<file path="src/rtl/out_capture_fifo.sv">
// rtl/out_capture_fifo.sv - show-ahead capture buffer draining TOP output with sticky overflow flag
module out_capture_fifo #(
  parameter int WIDTH      = 8,
  parameter int DEPTH_LOG2 = 3
) (
  input  logic                  CLK_I,
  input  logic                  RST_X,
  input  logic [WIDTH-1:0]      DATA_I,
  input  logic                  VALID_I,
  input  logic                  CLEAR_I,
  output logic [WIDTH-1:0]      DATA_O,
  output logic                  VALID_O,
  input  logic                  READY_I,
  output logic [DEPTH_LOG2:0]   LEVEL_O,
  output logic                  FULL_O,
  output logic                  EMPTY_O,
  output logic                  OVERFLOW_O
);

  localparam int DEPTH = 1 << DEPTH_LOG2;
  localparam logic [DEPTH_LOG2:0]   LEVEL_MAX = (DEPTH_LOG2 + 1)'(DEPTH);
  localparam logic [DEPTH_LOG2:0]   LEVEL_ONE = (DEPTH_LOG2 + 1)'(1);
  localparam logic [DEPTH_LOG2-1:0] PTR_ONE   = DEPTH_LOG2'(1);

  logic [WIDTH-1:0]      mem [DEPTH];
  logic [DEPTH_LOG2-1:0] wr_ptr;
  logic [DEPTH_LOG2-1:0] rd_ptr;
  logic [DEPTH_LOG2:0]   level;
  logic                  overflow;

  logic                  is_full;
  logic                  is_empty;
  logic                  pop;
  logic                  push;
  logic                  drop;

  // Status decodes from the level register only; handshake inputs never reach outputs.
  always_comb begin
    is_full  = (level == LEVEL_MAX);
    is_empty = (level == '0);
    // A pop frees a slot in the same cycle, so a full buffer can still accept a word.
    pop      = !is_empty && READY_I && !CLEAR_I;
    push     = VALID_I && !CLEAR_I && (!is_full || pop);
    drop     = VALID_I && !CLEAR_I && is_full && !pop;
  end

  // Storage array; no reset because stale entries are never visible past the level gate.
  always_ff @(posedge CLK_I) begin
    if (push) begin
      mem[wr_ptr] <= DATA_I;
    end
  end

  // Pointers, level and sticky overflow; clear outranks every other action.
  always_ff @(posedge CLK_I or negedge RST_X) begin
    if (!RST_X) begin
      wr_ptr   <= '0;
      rd_ptr   <= '0;
      level    <= '0;
      overflow <= 1'b0;
    end else if (CLEAR_I) begin
      wr_ptr   <= '0;
      rd_ptr   <= '0;
      level    <= '0;
      overflow <= 1'b0;
    end else begin
      if (push) begin
        wr_ptr <= wr_ptr + PTR_ONE;
      end
      if (pop) begin
        rd_ptr <= rd_ptr + PTR_ONE;
      end
      case ({push, pop})
        2'b10:   level <= level + LEVEL_ONE;
        2'b01:   level <= level - LEVEL_ONE;
        default: level <= level;
      endcase
      if (drop) begin
        overflow <= 1'b1;
      end
    end
  end

  // Output mapping; data is forced to zero while nothing is stored.
  always_comb begin
    DATA_O     = is_empty ? '0 : mem[rd_ptr];
    VALID_O    = !is_empty;
    EMPTY_O    = is_empty;
    FULL_O     = is_full;
    LEVEL_O    = level;
    OVERFLOW_O = overflow;
  end

endmodule
</file>
<file path="config.mk">
export PLATFORM = sky130hd
export DESIGN_NAME = out_capture_fifo
export DESIGN_NICKNAME = d
export VERILOG_FILES = /design/src/rtl/out_capture_fifo.sv
export SDC_FILE = /design/constraint.sdc
export NUM_CORES = 1
export LEC_CHECK = 0
export BUFFER_PORTS_ARGS = -buffer_cell sky130_fd_sc_hd__buf_2
export CORE_UTILIZATION = 35
export CTS_BUF_LIST = sky130_fd_sc_hd__clkbuf_4 sky130_fd_sc_hd__clkbuf_8
export CTS_CLUSTER_SIZE = 14
export DETAILED_ROUTE_END_ITERATION = 7
export PLACE_DENSITY_LB_ADDON = 0.05
export SLEW_MARGIN = 10
export SYNTH_ARGS = -nofsm -noshare
export SYNTH_HDL_FRONTEND = slang
export SYNTH_SLANG_ARGS = --single-unit
</file>
<file path="constraint.sdc">
create_clock -name CLK_I -period 4.4 [get_ports CLK_I]
set_input_delay 0.44 -clock CLK_I [delete_from_list [all_inputs] [get_ports CLK_I]]
set_output_delay 0.44 -clock CLK_I [all_outputs]
set_load 0.03 [all_outputs]
</file>
# Word level (Yosys, flattened, before mapping)
# Memory sizes are Yosys's and may differ from the RTL's.
# Index checks and enable logic that the tools add are counted.
# W data, S select, Z words.
# word_totals
in_bits,13
ramBits,64
n_memories,1
regBits,11
# op_classes
eq_ne,3
n_reduce_logical,16
n_mux,11
n_addsub,4
# mem_list
name,depth,word_bits,rd,rd_ports_with_merged_regs,wr,line,text
mem,8,8,1,0,1,25,logic [WIDTH-1:0] mem [DEPTH];
# op_table
operator,count
$mux W3,4
$mux W8,1
$pmux W4 S2,1
$add A3 B1 Y3 const B,2
$logic_and A1 B1 Y1,6
$reduce_bool A2 Y1,3
$add A4 B1 Y4 const B,1
$eq A4 B4 Y1 const B,1
$logic_not A1 Y1,4
$logic_not A4 Y1,1
$mux W1,4
$mux W4,1
$sub A4 B1 Y4 const B,1
$reduce_bool A3 Y1,1
$eq A2 B1 Y1 const B,1
$eq A2 B2 Y1 const B,1
$logic_or A1 B1 Y1,1

# Logic depth before layout (Yosys ltp)
# Gate-level depths: netlist of run 1.
# depth
word_depth,9
mapped_depth,11

# Worst setup path before layout of run 1
# Ideal clock, no wire load.
# synth_timing
path_kind,reg-to-reg
from,reg level[1] (netlist: LEVEL_O[1])
to,reg level[3] (netlist: LEVEL_O[3])
n_path_buf,3
path_slack_ns,1.525
synth_period_minus_slack_ns,2.875
required_ns,4.275
path_stages_with_launch,12
setup_ns,0.125
arrival_ns,2.750
cell_sequence,dfrtp_1 buf_6 or4_4 buf_6 inv_1 buf_4 nor2_1 ha_1 a31oi_1 a21oi_4 o21ai_2 mux2_4
# synth_between
elab_chain_len,9
elab_cells_between_ends,15
classes_between,add/sub (2); eq/ne (3); mux (2); reduce/logical (8)
# synth_lines
element,line,text
"start, declared",28,logic [DEPTH_LOG2:0] level;
"start signal, assigned",74,2'b10: level <= level + LEVEL_ONE;
"start signal, assigned",75,2'b01: level <= level - LEVEL_ONE;
"start signal, assigned",76,default: level <= level;
$logic_not A4 Y1 *,40,is_empty = (level == '0);
$logic_not A1 Y1 *,n/a,
net VALID_O,12,"output logic VALID_O,"
$logic_and A1 B1 Y1 * (2 in series),42,pop = !is_empty && READY_I && !CLEAR_I;
$logic_or A1 B1 Y1,43,push = VALID_I && !CLEAR_I && (!is_full || pop);
$logic_and A1 B1 Y1,43,
$eq A2 B1 Y1 / $eq A2 B2 Y1 (equally long branches),73,"case ({push, pop})"
$pmux W4 S2,73,
$mux W4,61,end else if (CLEAR_I) begin
# The timed path passes the listed nets; every way through them passes the cells marked *.
# A chain may end at the register's enable or synchronous reset.

# Worst setup path in the final report of run 1
# layout_timing
from,reg level[1] (netlist: LEVEL_O[1])
to,reg level[3] (netlist: LEVEL_O[3])
# layout_between
elab_chain_len,9
elab_cells_between_ends,15
classes_between,add/sub (2); eq/ne (3); mux (2); reduce/logical (8)
# layout_lines
element,line
$logic_not A4 Y1,40
$logic_not A1 Y1,42
$logic_and A1 B1 Y1 (2 in series),42
$logic_or A1 B1 Y1,43
$logic_and A1 B1 Y1,43
$eq A2 B1 Y1 / $eq A2 B2 Y1 (equally long branches),73
$pmux W4 S2,73
$mux W4,61
# Parallel ways exist; a longest one is shown, timed or not.

==> impl_metrics.py, run 1 <==
metrics = {
    "outcome": {
        "outcome": "completed",
    },
    "worst_setup_path": {
        "worstPathBufferInverterCount": 1,
        "crit_path_start": "LEVEL_O[1]",
        "cp_cell_sequence": "or4_4, inv_1, nor2_1, ha_1, o21ai_0, nor4b_1, o21ai_2, mux2_4",
        "crit_family": "simple AND/OR/NAND/NOR gates",
        "reg2reg_from": "LEVEL_O[1]",
        "worstSetupEndpoint": "LEVEL_O[3]",
        "cp.depth": 8,
        "critPathMaxStageDelay_ns": 0.63,
        "crit_type": "reg -> reg",
        "r2r_cells": 8,
        "cpMaxStageDelayCell": "or4_4",
        "path_max_fanout": 11,
        "end_kind": "flip-flop",
        "worstPathRequired_ns": 4.63,
        "startpoint_type": "flip-flop",
        "arrival_ns": 3.23,
        "timing.rr.end": "LEVEL_O[3]",
        "r2r_setup_slack_ns": 1.40,
    },
    "global_route": {
        "grt_overflow_total": 0,
        "grt_max_degree": 19,
        "grt_pass1_wl_um": 10100,
        "grt_pass1_vias": 1774,
        "grt_usage": 0.147,
        "antenna_found_initial": 0,
    },
    "routing": {
        "drt_iter0_markers": 76,
        "avgRoutedWirePerCell_um": 19.9,
        "vias": 1697,
        "routed_wl_um": 6540,
        "dr.pass1.iters": 4,
        "vias_per_cell": 5.17,
        "antenna_left": 0,
        "drc": 0,
    },
    "die": {
        "die_h_um": 97.6,
        "initial_core_util": 0.365,
        "core_area_sq_mm": 0.00876,
        "pin_count": 29,
        "fp.dieW_um": 97.6,
        "fp-row-count": 34,
        "die_area_sq_mm": 0.00952,
    },
    "synthesis": {
        "yosysTopAreaCellShare": 0.601,
        "ys_seq_elements": 75,
        "synth_area_sq_mm": 0.00320,
        "synth_cell_types": 36,
        "synth_nets": 202,
        "yosysWarnings": 0,
        "synth_area_leaders": "edfxtp_1 (60%), mux4_2 (11%), dfrtp_1 (8.6%)",
        "ys_seq_area_frac": 0.687,
        "post-synth-top-area-cell": "edfxtp_1",
        "avgSynthCellArea_sq_um": 17.3,
        "syn_inst": 185,
    },
    "placed_design": {
        "gp_congestion": 0.857,
        "dp_hpwl_um": 4170,
        "port-buffer-count": 28,
        "place_ws_ns": 1.42,
        "placedInstanceArea_sq_mm": 0.00342,
    },
    "final_layout": {
        "antenna_cells": 0,
        "area_growth_pct": 13.7,
        "final_nets": 232,
        "seq_area_sq_mm": 0.00220,
        "multiInputGateArea_sq_um": 930,
        "layout-drive-gt1-share": 0.318,
        "final_area_sq_mm": 0.00363,
        "fillerInstances": 799,
    },
    "worst_hold_path": {
        "hold_path.startpoint": "DATA_I[1]",
        "hold_depth": 1,
        "hp-class": "in -> reg",
    },
    "power_and_ir_drop": {
        "powerDensity_mw_per_mm2": 560,
        "ir_drop_mv": 0.177,
        "p_leak_uw": 0.00129,
    },
    "flow_run": {
        "maxCapViolations": 0,
    },
    "sta": {
        "period_share": 0.682,
        "fin_crit_ns": 3.00,
        "tightest_slew_ns": 1.08,
        "fmax_ghz": 0.333,
        "worst_slack_ns": 1.40,
        "setup_viol": 0,
        "finalHoldViolCount": 0,
        "final.setup_skew_ns": 0.00644,
        "grt_setup_unrepaired": "no",
        "tns_ns": 0,
        "maxSlewViolCount": 0,
        "relSlewSlack": 0.280,
    },
    "cts": {
        "cts_buffer_depth": 2,
        "htree_levels": 3,
        "cts_tree": "done",
        "cts_root_buffer": "clkbuf_8",
        "clkLatencyLatePin_ns": 0.33,
        "clk_pin_slew_worst_paths_ns": 0.08,
        "cts_made_buffers": 9,
        "postCtsSetupRepairBufs": 0,
        "clock-sinks": 75,
    },
}
cells by family after synthesis:
| logic type | count (synthesis) | share of synthesized area |
|---|---|---|
| adders and majority gates | 4 | 0.0157 |
| buffers and inverters | 15 | 0.0250 |
| muxes | 27 | 0.149 |
| AOI/OAI and AO/OA | 12 | 0.0337 |
| DFF | 75 | 0.687 |
| xor gates and xnor gates | 8 | 0.0219 |
| and+or+nand+nor | 44 | 0.0677 |
sequential cells by signal, summed over array words and instances, names as in the netlist:
name        cells
wr_ptr          3
rd_ptr          3
LEVEL_O         4
mem            64
OVERFLOW_O      1
cell usage after synthesis, drive strengths merged:
master   n
edfxtp  64
nor2    25
mux4    16
dfrtp   11
mux2i   10
buf      9
xor2     5
ha       4
inv      4
a21oi    3
nand2    3
nor3     3
o21ai    3
xnor2    3
a31oi    2
clkbuf   2
nand2b   2
nand3    2
nor3b    2
a211oi   1
a31o     1
mux2     1
nand3b   1
nor2b    1
nor4b    1
o211ai   1
o311a    1
or3      1
or3b     1
or4      1
or4b     1
worst min-delay path by stage:
stage / endpoint
after floorplan: LEVEL_O[0]
after global placement: OVERFLOW_O
after detailed placement: LEVEL_O[0]
after CTS: mem[5][1]
after global routing: mem[1][2]
final: mem[2][1]
layout by cell type, fill, tap and decap left out, types with 3 or more instances in the layout:
cell type | synthesis | final
clkinv_2 | 0 | 3
xnor2_1 | 3 | 3
inv_1 | 4 | 4
mux4_2 | 16 | 16
edfxtp_1 | 64 | 64
ha_1 | 4 | 4
mux2i_1 | 10 | 10
buf_2 | 4 | 28
nor2_1 | 25 | 25
dfrtp_1 | 11 | 11
xor2_1 | 5 | 5
clkbuf_8 | 0 | 10
nand2_1 | 3 | 3
per-layer routing:
layer	up-vias	global-route usage	routed length, um	share of wire
li1	770	-	-	-
met1	876	0.190	2960	0.45
met2	39	0.238	3240	0.50
met3	12	0.0331	215	0.033
met4	0	0.0633	125	0.019
met5	-	0	0	0
per-stage QoR:
stage | hold WS (ns) | util | total power (uW) | std cells
finish | 0.367 | 0.415 | 2040 | 328
global route | 0.366 | 0.415 | 2130 | 328
CTS | 0.357 | 0.415 | 2060 | 328
detailed placement | 0.329 | 0.391 | 1530 | 311
global placement | 0.324 | 0.391 | 1510 | 311
floorplan | 0.144 | - | 1390 | 185
layout make-up:
type,count,share of cell area
Timing Repair Buffer,30,0.0434
Clock buffer,11,0.0399
Sequential cell,75,0.605
Tap cell,108,0.0372
Inverter,4,0.00413
Clock inverter,5,0.0148
Multi-Input combinational cell,95,0.256
power by group:
group	switching, uW	internal [uW]
Clock	249	282
Sequential	75.6	801
Combinational	382	247
Total	707	1330
repair_timing:
action / CTS / global route
hold buffers: 1 / 0
hold endpoints to repair: 11 / 0
gates resized for setup: 0 / 0
Power figures use the tool's default switching activity.
==> run 2: changes to the inputs <==
==> constraint.sdc (replaced) <==
create_clock -name CLK_I -period 2.65 [get_ports CLK_I]
set_input_delay 0.265 -clock CLK_I [delete_from_list [all_inputs] [get_ports CLK_I]]
set_output_delay 0.265 -clock CLK_I [all_outputs]
set_load 0.03 [all_outputs]
==> run 2 against run 1 <==
Critical path depth increased by 1; final area increased by 2.7%; die area did not move; total power rose by 72%; first-iteration DRC count fell by 12%; routed wire length grew 0.44%; count of clock-buffer cells in the layout is 2 lower; sequential cell count did not move; critical endpoint unchanged; largest cell class unchanged.
==> impl_metrics.py, run 2 (synthesis gave the netlist of run 1 again) <==
metrics = {
    "sta": {
        "tns_ns": 0,
        "period_share": 0.922,
        "grt_setup_unrepaired": "no",
        "fmax_ghz": 0.409,
        "holdWs_ns": 0.181,
        "fin_crit_ns": 2.44,
        "tightest_slew_ns": 0.977,
        "maxSlewViolCount": 0,
        "setup_viol": 0,
        "relSlewSlack": 0.346,
        "final.setup_skew_ns": 0.00992,
        "finalHoldViolCount": 0,
    },
    "final_layout": {
        "layout-drive-gt1-share": 0.357,
        "most-common-layout-cells": "edfxtp_1 (64), buf_2 (28), nor2_1 (24)",
        "final_common_cell": "edfxtp_1",
        "fin_util": 0.426,
        "area_growth_pct": 16.8,
        "seq_area_sq_mm": 0.00220,
        "largest-register": "mem",
        "antenna_cells": 0,
        "final_nets": 239,
        "fillerInstances": 805,
        "multiInputGateArea_sq_um": 952,
        "largest_reg_flops": 64,
        "final_area_sq_mm": 0.00373,
    },
    "worst_setup_path": {
        "crit_type": "reg -> reg",
        "path_max_fanout": 7,
        "startpoint_type": "flip-flop",
        "end_kind": "flip-flop",
        "worstPathRequired_ns": 2.89,
        "r2r_cells": 9,
        "arrival_ns": 2.68,
    },
    "cts": {
        "cts_root_buffer": "clkbuf_8",
        "cts_buffer_depth": 2,
        "postCtsSetupRepairBufs": 0,
        "clkLatencyLatePin_ns": 0.35,
        "cts_made_buffers": 9,
        "htree_levels": 3,
        "clock-sinks": 75,
        "clk_pin_slew_worst_paths_ns": 0.09,
        "cts_tree": "done",
    },
    "outcome": {
        "outcome": "completed",
    },
    "power_and_ir_drop": {
        "ir_drop_mv": 0.408,
        "p_leak_uw": 0.00131,
        "powerDensity_mw_per_mm2": 936,
    },
    "global_route": {
        "grt_pass1_wl_um": 10700,
        "grt_pass1_vias": 1815,
        "antenna_found_initial": 0,
        "grt_overflow_total": 0,
        "grt_usage": 0.153,
        "grt_max_degree": 17,
    },
    "die": {
        "core_area_sq_mm": 0.00876,
        "initial_core_util": 0.365,
        "fp-row-count": 34,
        "die_area_sq_mm": 0.00952,
        "fp.dieW_um": 97.6,
        "pin_count": 29,
        "die_h_um": 97.6,
    },
    "routing": {
        "drc": 0,
        "routed_wl_um": 6570,
        "vias_per_cell": 5.07,
        "antenna_left": 0,
        "dr.pass1.iters": 4,
        "avgRoutedWirePerCell_um": 19.6,
        "drt_iter0_markers": 67,
        "vias": 1698,
    },
    "worst_hold_path": {
        "hp-class": "in -> reg",
        "hold_depth": 1,
    },
    "flow_run": {
        "maxCapViolations": 0,
    },
    "placed_design": {
        "port-buffer-count": 28,
        "placedInstanceArea_sq_mm": 0.00352,
        "dp_hpwl_um": 4450,
        "gp_congestion": 0.770,
    },
}
==> run 2: critical path: stages, from the launching register on <==
cell and delay (ns):
dfrtp_1 0.41, buf_4 0.17, or4_4 0.58, inv_4 0.09
nor2_4 0.05, ha_4 0.25, o21ai_1 0.09, nor4b_2 0.28
o21ai_2 0.12, mux2_4 0.30
==> run 2: area by class of cell <==
class	instances	area share
inverters	4	0.00469
clock inverters	7	0.0221
well taps	108	0.0362
clock buffers	9	0.0332
flip-flops and latches	75	0.589
multi-input cells	95	0.255
repair buffers	37	0.0597
==> run 2: layer usage <==
metal | part of all wire | vias to the layer above | global-route usage
li1 | - | 786 | -
met1 | 0.45 | 877 | 0.203
met2 | 0.51 | 26 | 0.247
met3 | 0.029 | 9 | 0.0309
met4 | 0.016 | 0 | 0.0645
met5 | 0 | - | 0
==> run 2: final timing paths <==
kind	startpoint	slack, ns	to
max	LEVEL_O[0]	0.21	LEVEL_O[3]
min	DATA_I[0]	0.18	mem[5][0]
max reg2reg	LEVEL_O[0]	0.21	LEVEL_O[3]
min reg2reg	OVERFLOW_O	0.53	OVERFLOW_O
max in group asynchronous	RST_X	2.11	LEVEL_O[1]
min in group asynchronous	RST_X	0.31	wr_ptr[0]
==> run 2: stage by stage <==
step | worst slack (ns) | instances | power (uW)
global route | 0.0884 | 335 | 3680
detailed placement | 0.218 | 318 | 2640
CTS | 0.185 | 335 | 3550
global placement | 0.305 | 318 | 2620
finish | 0.207 | 335 | 3490
floorplan | 0.0281 | 185 | 2380
==> run 2: report_power, final <==
group / leakage (uW) / internal (uW) / total [uW] / switching [uW]
clock network: 0.0000988 / 451 / 911 / 460
registers: 0.000726 / 1330 / 1400 / 63.2
logic: 0.000484 / 474 / 1190 / 714
==> run 2: repair_timing <==
item,4_1_cts,5_1_grt
hold buffers,1,0
endpoints found under the hold margin,11,0
setup endpoints to repair,0,0
gates resized for setup,0,0
==> run 3: changes to the inputs <==
--- a/config.mk
+++ b/config.mk
@@ -6,11 +6,12 @@
 export NUM_CORES = 1
 export LEC_CHECK = 0
 export BUFFER_PORTS_ARGS = -buffer_cell sky130_fd_sc_hd__buf_2
-export CORE_UTILIZATION = 35
+export CORE_UTILIZATION = 55
 export CTS_BUF_LIST = sky130_fd_sc_hd__clkbuf_4 sky130_fd_sc_hd__clkbuf_8
-export CTS_CLUSTER_SIZE = 14
+export CTS_CLUSTER_SIZE = 24
 export DETAILED_ROUTE_END_ITERATION = 7
 export PLACE_DENSITY_LB_ADDON = 0.05
+export RECOVER_POWER = 25
 export SLEW_MARGIN = 10
 export SYNTH_ARGS = -nofsm -noshare
 export SYNTH_HDL_FRONTEND = slang
==> run 3 against run 2 <==
Clock power grew 6.7%; final cell count shrank 10%; register-to-register slack gained 0.02 ns; sequential power is essentially flat; setup slack gained 0.021 ns; largest power group unchanged; critical path type unchanged; critical path depth is the same; clock skew shrank 0.0023 ns; die area shrank 36%; fmax grew 0.88%; count of clock-buffer cells in the layout is the same; combinational power is essentially flat; sequential cell count is the same; largest cell class unchanged.
==> impl_metrics.py, run 3 (synthesis gave the netlist of run 1 again) <==
metrics = {
    "final_layout": {
        "largest_reg_flops": 64,
        "seq_area_sq_mm": 0.00220,
        "final_nets": 241,
        "most-common-layout-cells": "edfxtp_1 (64), nor2_1 (24), buf_2 (22)",
        "multiInputGateArea_sq_um": 952,
        "area_growth_pct": 15.7,
        "antenna_cells": 0,
        "finalNonFillerCells": 301,
        "fillerInstances": 416,
        "layout-drive-gt1-share": 0.332,
        "largest-register": "mem",
        "final_common_cell": "edfxtp_1",
    },
    "power_and_ir_drop": {
        "combPwrFrac": 0.332,
        "powerDensity_mw_per_mm2": 952,
        "p_leak_uw": 0.00131,
        "p_switching_uw": 1200,
        "p_sw_frac": 0.340,
        "p_seq_frac": 0.392,
        "p_total_uw": 3520,
        "ir_drop_mv": 0.698,
        "power_frac_clock": 0.276,
        "intPower_uw": 2320,
    },
    "flow_run": {
        "maxCapViolations": 0,
    },
    "cts": {
        "cts_hold_buf": 1,
        "htree_levels": 3,
        "cts_buffer_depth": 2,
        "postCtsSetupRepairBufs": 0,
        "cts_root_buffer": "clkbuf_8",
        "cts_made_buffers": 9,
        "clkLatencyLatePin_ns": 0.35,
        "cts_tree": "done",
        "clock-sinks": 75,
        "clk_pin_slew_worst_paths_ns": 0.07,
        "ctsResizeCount": 0,
    },
    "die": {
        "fp.dieW_um": 78.2,
        "fp-row-count": 27,
        "die_h_um": 78.2,
        "pin_count": 29,
        "die_area_sq_mm": 0.00612,
        "initial_core_util": 0.577,
        "core_area_sq_mm": 0.00554,
    },
    "global_route": {
        "grt_usage": 0.209,
        "grt_pass1_vias": 1677,
        "grt_max_degree": 19,
        "antenna_found_initial": 0,
        "grt_pass1_wl_um": 8910,
        "grt_overflow_total": 0,
    },
    "sta": {
        "maxSlewViolCount": 0,
        "relSlewSlack": 0.380,
        "tns_ns": 0,
        "tightest_slew_ns": 0.926,
        "setup_viol": 0,
        "worst_slack_ns": 0.228,
        "finalHoldViolCount": 0,
        "grt_setup_unrepaired": "no",
        "final.setup_skew_ns": 0.00766,
        "period_share": 0.914,
        "fmax_ghz": 0.413,
        "fin_crit_ns": 2.42,
    },
    "routing": {
        "dr.pass1.iters": 4,
        "avgRoutedWirePerCell_um": 19.2,
        "drt_iter0_markers": 123,
        "routed_wl_um": 5780,
        "drc": 0,
        "antenna_left": 0,
        "vias": 1679,
        "vias_per_cell": 5.58,
    },
    "placed_design": {
        "gp_congestion": 0.827,
        "place_ws_ns": 0.251,
        "port-buffer-count": 28,
        "dp_hpwl_um": 3730,
        "place_inst": 284,
    },
    "worst_setup_path": {
        "cpMaxStageDelayCell": "or4_4",
        "worstPathBufferInverterCount": 2,
        "cp_cell_sequence": "buf_4, or4_4, inv_4, nor2_4, ha_4, o21ai_1, nor4b_2, o21ai_2, mux2_4",
        "crit_family": "simple AND/OR/NAND/NOR gates",
        "worstPathRequired_ns": 2.88,
        "crit_type": "reg -> reg",
        "critPathMaxStageDelay_ns": 0.58,
        "end_kind": "flip-flop",
        "arrival_ns": 2.65,
        "path_max_fanout": 6,
        "startpoint_type": "flip-flop",
        "r2r_cells": 9,
        "cp.depth": 9,
    },
    "outcome": {
        "outcome": "completed",
    },
    "worst_hold_path": {
        "hp-class": "in -> reg",
        "hold_depth": 1,
    },
}
## run 3: worst paths after layout
path / from / to / slack [ns]
max: LEVEL_O[0] / LEVEL_O[3] / 0.23
min: DATA_I[0] / mem[2][0] / 0.20
max reg2reg: LEVEL_O[0] / LEVEL_O[3] / 0.23
min reg2reg: OVERFLOW_O / OVERFLOW_O / 0.50
max in group asynchronous: RST_X / LEVEL_O[1] / 2.09
min in group asynchronous: RST_X / wr_ptr[1] / 0.32
## run 3: metrics by stage
stage / instance area, sq um / hold WS (ns) / utilization
detailed placement: 3470 / 0.156 / 0.627
global placement: 3470 / 0.146 / 0.627
global route: 3700 / 0.206 / 0.668
CTS: 3710 / 0.166 / 0.669
finish: 3700 / 0.202 / 0.668
floorplan: 3240 / -0.0306 / -
## run 3: worst reg2reg max path, cell delays in order (launching register included)
cell and delay [ns]:
dfrtp_1 0.41, buf_4 0.17, or4_4 0.58, inv_4 0.10, nor2_4 0.05, ha_4 0.25, o21ai_1 0.08, nor4b_2 0.25
o21ai_2 0.11, mux2_4 0.31
## run 3: power groups by stage
stage / Clock (uW) / Sequential, uW / Combinational, uW
floorplan: 0 / 1440 / 942
global placement: 0 / 1400 / 1150
detailed placement: 0 / 1410 / 1180
CTS: 985 / 1380 / 1180
global route: 1030 / 1390 / 1250
finish: 972 / 1380 / 1170
## run 3: layout make-up
cell class | count | share of cell area
clock inverters | 7 | 0.0267
inverters | 4 | 0.00474
repair buffers | 39 | 0.0589
clock buffers | 9 | 0.0335
flip-flops and latches | 75 | 0.594
multi-input cells | 95 | 0.257
well taps | 72 | 0.0244
## run 3: layer usage
layer	vias up	part of all wire	track usage
met5	-	0	0
li1	791	-	-
met2	40	0.50	0.330
met4	0	0.014	0.0907
met1	839	0.44	0.282
met3	9	0.042	0.0465
